<file path="src/rtl/program_loader.sv">
// -----------------------------------------------------------------------------
// program_loader
//
// Writer side of the processor's program memory. Receives a byte stream made
// of a big-endian 16-bit instruction count N followed by N big-endian 16-bit
// instructions. Each instruction is written to program memory at consecutive
// addresses starting from 0. The processor is held in reset from the start of
// a load session until that session completes successfully.
//
// Ports:
//   clock_in            system clock, all state on the rising edge
//   reset_in            synchronous, active-low reset
//   load_in             one-cycle request to start a session (only honoured in IDLE)
//   byte_in             stream byte
//   byte_valid_in       byte_in is valid
//   byte_ready_out      loader accepts a byte (transfer on valid && ready)
//   program_address_out program memory write address
//   program_data_out    program memory write data
//   program_wr_out      program memory write strobe, one cycle per word
//   cpu_reset_out       active-high hold-in-reset for the processor
//   done_out            one-cycle pulse when a load completes
//   error_out           level: last load was rejected (bad count)
// -----------------------------------------------------------------------------
`timescale 1ns/1ps

module program_loader #(
  parameter int INSTRUCTION_WIDTH = 16,
  parameter int ADDRESS_WIDTH     = 11
) (
  input  logic                         clock_in,
  input  logic                         reset_in,
  input  logic                         load_in,
  input  logic [7:0]                   byte_in,
  input  logic                         byte_valid_in,
  output logic                         byte_ready_out,
  output logic [ADDRESS_WIDTH-1:0]     program_address_out,
  output logic [INSTRUCTION_WIDTH-1:0] program_data_out,
  output logic                         program_wr_out,
  output logic                         cpu_reset_out,
  output logic                         done_out,
  output logic                         error_out
);

  localparam int DEPTH = 2 ** ADDRESS_WIDTH;

  localparam logic [2:0] IDLE     = 3'd0;
  localparam logic [2:0] COUNT_HI = 3'd1;
  localparam logic [2:0] COUNT_LO = 3'd2;
  localparam logic [2:0] INSTR_HI = 3'd3;
  localparam logic [2:0] INSTR_LO = 3'd4;
  localparam logic [2:0] DONE     = 3'd5;

  logic [2:0]             state_reg;
  // Holds whichever high byte was received last: the count's or an instruction's.
  logic [7:0]             high_byte_reg;
  logic [15:0]            remaining_reg;
  // One bit wider than the address so a full-depth load can count to DEPTH
  // without aliasing back onto address 0.
  logic [ADDRESS_WIDTH:0] addr_count_reg;

  logic        take;
  logic [15:0] count_value;
  logic        count_bad;

  // Ready is a pure decode of the registered state.
  assign byte_ready_out = (state_reg == COUNT_HI) || (state_reg == COUNT_LO) ||
                          (state_reg == INSTR_HI) || (state_reg == INSTR_LO);

  assign take        = byte_valid_in && byte_ready_out;
  assign count_value = {high_byte_reg, byte_in};
  // Compared at 32 bits so a count above DEPTH is never truncated into range.
  assign count_bad   = (count_value == 16'd0) || ({16'd0, count_value} > DEPTH);

  always_ff @(posedge clock_in) begin
    if (!reset_in) begin
      state_reg           <= IDLE;
      high_byte_reg       <= 8'd0;
      remaining_reg       <= 16'd0;
      addr_count_reg      <= '0;
      program_address_out <= '0;
      program_data_out    <= '0;
      program_wr_out      <= 1'b0;
      cpu_reset_out       <= 1'b1;
      done_out            <= 1'b0;
      error_out           <= 1'b0;
    end else begin
      // Strobes default low so each is exactly one cycle wide.
      program_wr_out <= 1'b0;
      done_out       <= 1'b0;

      case (state_reg)
        IDLE: begin
          if (load_in) begin
            state_reg      <= COUNT_HI;
            cpu_reset_out  <= 1'b1;
            error_out      <= 1'b0;
            addr_count_reg <= '0;
          end
        end

        COUNT_HI: begin
          if (take) begin
            high_byte_reg <= byte_in;
            state_reg     <= COUNT_LO;
          end
        end

        COUNT_LO: begin
          if (take) begin
            if (count_bad) begin
              // Rejected: processor stays in reset, nothing is written.
              state_reg <= IDLE;
              error_out <= 1'b1;
            end else begin
              remaining_reg <= count_value;
              state_reg     <= INSTR_HI;
            end
          end
        end

        INSTR_HI: begin
          if (take) begin
            high_byte_reg <= byte_in;
            state_reg     <= INSTR_LO;
          end
        end

        INSTR_LO: begin
          if (take) begin
            program_wr_out      <= 1'b1;
            program_data_out    <= {high_byte_reg, byte_in};
            program_address_out <= addr_count_reg[ADDRESS_WIDTH-1:0];
            addr_count_reg      <= addr_count_reg + 1'b1;
            remaining_reg       <= remaining_reg - 16'd1;
            if (remaining_reg == 16'd1) begin
              state_reg <= DONE;
            end else begin
              state_reg <= INSTR_HI;
            end
          end
        end

        DONE: begin
          done_out      <= 1'b1;
          cpu_reset_out <= 1'b0;
          state_reg     <= IDLE;
        end

        default: begin
          state_reg <= IDLE;
        end
      endcase
    end
  end

endmodule

</file>
<file path="config.mk">
export PLATFORM = sky130hd
export DESIGN_NAME = program_loader
export DESIGN_NICKNAME = d
export VERILOG_FILES = /design/src/rtl/program_loader.sv
export SDC_FILE = /design/constraint.sdc
export NUM_CORES = 1
export LEC_CHECK = 0
export CAP_MARGIN = 15
export CORE_MARGIN = 3
export CORE_UTILIZATION = 49
export CTS_CLUSTER_SIZE = 20
export DETAILED_ROUTE_END_ITERATION = 6
export GPL_ROUTABILITY_DRIVEN = 0
export PLACE_DENSITY = 0.8
export SYNTH_ARGS = -nofsm -noshare
export SYNTH_HDL_FRONTEND = slang
export SYNTH_SLANG_ARGS = --single-unit
</file>
<file path="constraint.sdc">
create_clock -name clock_in -period 2.1 [get_ports clock_in]
set_input_delay 0.21 -clock clock_in [delete_from_list [all_inputs] [get_ports clock_in]]
set_output_delay 0.21 -clock clock_in [all_outputs]
set_load 0.1 [all_outputs]
</file>
# Word-level counts from Yosys, hierarchy flattened
# Cells that the tools add are included.
word_totals:
  regBits: 70
  input_bits: 12
  output_inout_bits: 32
  elab_cells: 69
classes:
  addsub: 2
  magnitude_cmp: 1
  eq_ne: 13
  mux: 23
  reduce_logical: 20
ops:
  columns: ["operator", "count"]
  rows:
  - ["$mux W16", 3]
  - ["$pmux W16 S2", 1]
  - ["$mux W12", 2]
  - ["$pmux W12 S2", 1]
  - ["$mux W3", 6]
  - ["$eq A16 B1 Y1 const B", 1]
  - ["$gt A16 B12 Y1 const B", 1]
  - ["$logic_not A16 Y1", 1]
  - ["$sub A16 B1 Y16 const B", 1]
  - ["$pmux W3 S5", 1]
  - ["$ne A2 B2 Y1 const B", 7]
  - ["$add A12 B1 Y12 const B", 1]
  - ["$reduce_and A2 Y1", 4]
  - ["$reduce_and A4 Y1", 2]
  - ["$reduce_bool A2 Y1", 4]
  - ["$eq A3 B2 Y1 const B", 2]
  - ["$eq A3 B3 Y1 const B", 2]
  - ["$mux W1", 6]
  - ["$reduce_and A5 Y1", 1]
  - ["$logic_or A1 B1 Y1", 4]
  - ["$pmux W1 S2", 2]
  - ["$eq A3 B1 Y1 const B", 1]
  - ["$logic_not A3 Y1", 1]
  - ["$reduce_and A3 Y1", 1]
  - ["other kinds (3)", 3]

# Logic depth before layout (Yosys ltp)
logic_depth:
  ltp_word: 7
  mapped_depth: 8
  mapped_depth_nobuf: 7

# Worst setup path before layout
# OpenSTA, ideal clock, no wires.
synth_path:
  path_kind: "register to output"
  startpoint: "register state_reg[0]"
  endpoint: "output byte_ready_out"
  arrival_time_ps: 2233
  required_time_ps: 1890
  slack_ps: -343
  stages_incl_launch_ff: 4
  n_path_buf: 1
  path_cell_list: "dfxtp_1 > clkbuf_1 > nor2_1 > xnor2_1"
synth_via:
  elab_chain_cells: 4
  elab_cells_between_ends: 7
  cone_classes: "eq/ne (4); reduce/logical (3)"
synth_lines:
  columns: ["item", "line_no", "source"]
  rows:
  - ["from (decl)", "53", "logic [2:0] state_reg;"]
  - ["from (signal assigned)", "76", "state_reg <= IDLE;"]
  - ["from (signal assigned)", "94", "state_reg <= COUNT_HI;"]
  - ["from (signal assigned)", "104", "state_reg <= COUNT_LO;"]
  - ["$eq A3 B1 Y1 / $eq A3 B2 Y1 (equally long branches)", "66", "assign byte_ready_out = (state_reg == COUNT_HI) || (state_reg == COUNT_LO) ||"]
  - ["$logic_or A1 B1 Y1 (2 in a row)", "66", null]
  - ["$logic_or A1 B1 Y1 *", "67", "(state_reg == INSTR_HI) || (state_reg == INSTR_LO);"]
  - ["to (decl)", "35", "output logic byte_ready_out,"]
# Every way passes the cells marked *; elsewhere a longest branch is shown, timed or not.

# Worst setup path in the final report
layout_path:
  startpoint: "register high_byte_reg[1]"
  endpoint: "register remaining_reg[5]"
layout_via:
  elab_chain_cells: 4
  elab_cells_between_ends: 5
  cone_classes: "order compare (1); eq/ne (1); reduce/logical (3)"
layout_lines:
  columns: ["item", "line_no", "source"]
  rows:
  - ["from (decl)", "55", "logic [7:0] high_byte_reg;"]
  - ["from (signal assigned)", "103", "high_byte_reg <= byte_in;"]
  - ["from (signal assigned)", "123", "high_byte_reg <= byte_in;"]
  - ["$gt A16 B12 Y1 / $logic_not A16 Y1 (equally long branches)", "72", "assign count_bad = (count_value == 16'd0) || ({16'd0, count_value} > DEPTH);"]
  - ["$logic_or A1 B1 Y1 *", "72", null]
  - ["$ne A2 B2 Y1 (no source line) *", null, null]
  - ["$reduce_and A4 Y1 (no source line) *", null, null]
  - ["to (signal assigned)", "115", "remaining_reg <= count_value;"]
  - ["to (signal assigned)", "134", "remaining_reg <= remaining_reg - 16'd1;"]
  - ["to (decl)", "56", "logic [15:0] remaining_reg;"]
# Marks and branches as above.
# A chain may end at the register's enable or synchronous reset.

==> reports/summary.txt <==
root buf cell -> clkbuf_8
Die X -> 87.14 µm
Max clock buf depth -> 2
Max-Slew Margin vs Limit -> 70.95%
reg-to-reg slack, setup -> -0.06 ns
status -> finished, violations left
fmax -> 463.1 MHz
measured slew at the worst slew-check pin -> 0.4236 ns
Final Setup Violations -> 6
top sig layer -> met4
Diodes inserted -> 0
total power -> 0.003109 W
critical path class -> flop to flop
IO Port Bufs -> 43
violated checks -> setup timing
Final Hold Viols -> 0
DP HPWL -> 5875 µm
# IOs -> 44
Final period util -> 102.8%
drt pass-1 iters -> 7
fillers -> 524
Critical Path RT -> 2.34 ns
initial antenna violation count -> 0
post-route minimum period -> 2.159 ns
CTS tree -> done
final layout net count -> 472
post-synthesis instance total -> 391
LEAKAGE -> 1.636 nW
Final Skew -> 0.009110 ns
largest net degree at the start of global routing -> 50
clk slew on worst S/H paths -> 0.07 ns
# DRC -> 0
setup TNS -> -0.1687 ns
Post-Synthesis Cell Area -> 3226 µm²
first-pass GRT wire length -> 13,880 µm
Initial Util -> 52.61%
Post-synth top cells -> 74 x nand2_1, 69 x dfxtp_1, 38 x a21oi_1
CP Max Fanout -> 6
setup ws final -> -0.05920 ns
critical path endpoint category -> flop
Met2 Routed Length -> 4097 µm
layout cells sized above 1 -> 24.24%
WL/cell -> 16.08 µm
Mapped Avg Cell Area -> 8.250 µm²
vias in the first global route -> 2,943
Initial DRC Count -> 205
via count -> 3,150
Pins Over Slew Limit -> 0
cts bufs inserted -> 9
Hold Path Class -> input pin to flop
M1 WL -> 3570 µm
RSZ-0062 raised after global routing -> true
Cell variety after synth -> 53
sequential area share after synthesis -> 42.82%
Ys Warns -> 0
Adder-Cell Fraction of Synth Area -> 1.164%
Post-Synth XOR/XNOR Area -> 2.987%
Startpoint Class -> flop
mux cell area share after synthesis -> 3.142%
number of max-cap violations -> 0
CP arrival -> 2.40 ns
PwrDens -> 758.3 nW/µm²
post-route ant nets -> 0
main combinational cell family by area after synthesis -> simple AND/OR/NAND/NOR gates
maximum vdd ir drop -> 0.0009913 V
number of flops mapped to enable cells by yosys -> 0
later-pin clock latency in the skew report -> 0.35 ns
Post-Route WL -> 8636 µm
Synth Area in Simple Gates -> 24.94%
All-Layer GR Usage -> 23.56%
Synth Area in Compound Gates -> 20.33%
predominant post-synthesis flop cell -> dfxtp_1
H-tree lvl count -> 3
placed instance area -> 3851 µm²
Synth top area share -> 42.82%
met3 WL -> 644 µm
most numerous cell in the Yosys netlist -> nand2_1
DR vias/cell -> 5.866
Congestion Overflow GR -> 0
CORE AREA -> 6131 µm²
row count -> 28
Sink Count -> 69
area grow syn2layout -> 27.11%
die area -> 7593 µm²
hold_ws -> 0.3079 ns
syn nets -> 406
post-route cell area -> 4100 µm²
Die Y -> 87.14 µm
cell taking the most area after synthesis -> dfxtp_1
Synth Register Bits -> 69
Async S/R FF share, synth -> 0%
main area contributors after synthesis -> dfxtp_1 43%, nand2_1 8.6%, a21oi_1 5.9%
==> metrics by stage <==
stage / worst slack, ns / utilization (%) / instances
2_1_floorplan: -0.03773 / - / 391
3_3_place_gp: -0.4329 / 62.82 / 518
3_5_place_dp: -0.4668 / 62.82 / 518
4_1_cts: -0.02040 / 66.37 / 536
5_1_grt: -0.1126 / 66.88 / 537
6_report: -0.05920 / 66.88 / 537
==> timing repair <==
action / 4_1_cts / 5_1_grt
hold buffers: 0 / 0
resized for setup: 5 / 5
gates cloned: 1 / 0
pin swaps: 3 / 2
endpoints found under the setup margin: 17 / 18
buffers inserted: 1 / 1
==> power by group <==
part	total, W	switching (W)	internal (W)	leakage (nW)
registers	0.00139	0.0000433	0.00134	0.558
logic	0.000627	0.000383	0.000244	0.972
clock network	0.00110	0.000518	0.000578	0.106
==> worst paths after layout <==
check	endpoint	cells after the start	start
hold reg to reg	cpu_reset_out$_SDFFE_PN1P_	1	cpu_reset_out$_SDFFE_PN1P_
hold / removal	program_data_out[1]$_SDFFE_PN0P_	4	byte_in[1]
setup / recovery	remaining_reg[5]$_SDFFE_PN0P_	6	high_byte_reg[1]$_SDFFE_PN0P_
setup reg to reg	remaining_reg[5]$_SDFFE_PN0P_	6	high_byte_reg[1]$_SDFFE_PN0P_
==> layer usage <==
metal / up-vias / track usage (%)
li1: 1507 / -
met1: 1466 / 28.44
met2: 144 / 38.23
met3: 33 / 5.771
met4: 0 / 13.25
met5: - / 0
==> cell type report <==
class / instances / area, µm² / share of cell area, %
well taps: 75 / 93.84 / 2.289
repair buffers: 82 / 671.9 / 16.39
inverters: 5 / 18.77 / 0.4577
clock inverters: 6 / 62.56 / 1.526
flip-flops and latches: 69 / 1383 / 33.72
multi-input cells: 290 / 1733 / 42.26
clock buffers: 10 / 137.6 / 3.357
==> worst max-delay path, stage by stage (launching register included) <==
cell and delay (ns):
dfxtp_2 0.33, or4_4 0.55, or4_4 0.52, a31oi_4 0.24, buf_4 0.16, nor3_1 0.04
o221a_1 0.21
==> cells in the final DEF, fill, tap and decap left out, types with 2 or more instances in the layout <==
cell type / n
nand2_1: 74
clkdlybuf4s50_1: 8
clkbuf_8: 10
o21ai_1: 3
o31ai_1: 4
nand3b_1: 4
a211oi_1: 3
clkinv_2: 3
a31oi_1: 2
nor3b_1: 4
buf_4: 68
and3_1: 2
inv_1: 5
nor2_1: 36
nor3_1: 17
o21ai_2: 6
o211ai_1: 12
or4_4: 4
dlygate4sd2_1: 2
dfxtp_1: 68
o311ai_2: 2
o21ai_0: 12
nand3_1: 6
or4_1: 2
xnor2_1: 2
clkinv_4: 2
a21oi_1: 38
xor2_1: 8
buf_12: 2
mux2i_1: 9
o31ai_2: 3
or3b_1: 2
ha_1: 3
or3_1: 3
nor4_1: 4
or2b_4: 2
nand4_1: 3
==> kinds of logic after synthesis <==
kind of cell               Yosys count
and+or+nand+nor                    169
adders and majority gates            3
buffers and inverters               33
AOI/OAI and AO/OA                   96
xor gates and xnor gates            11
DFF                                 69
muxes                               10
(Power assumes the default switching activity.)
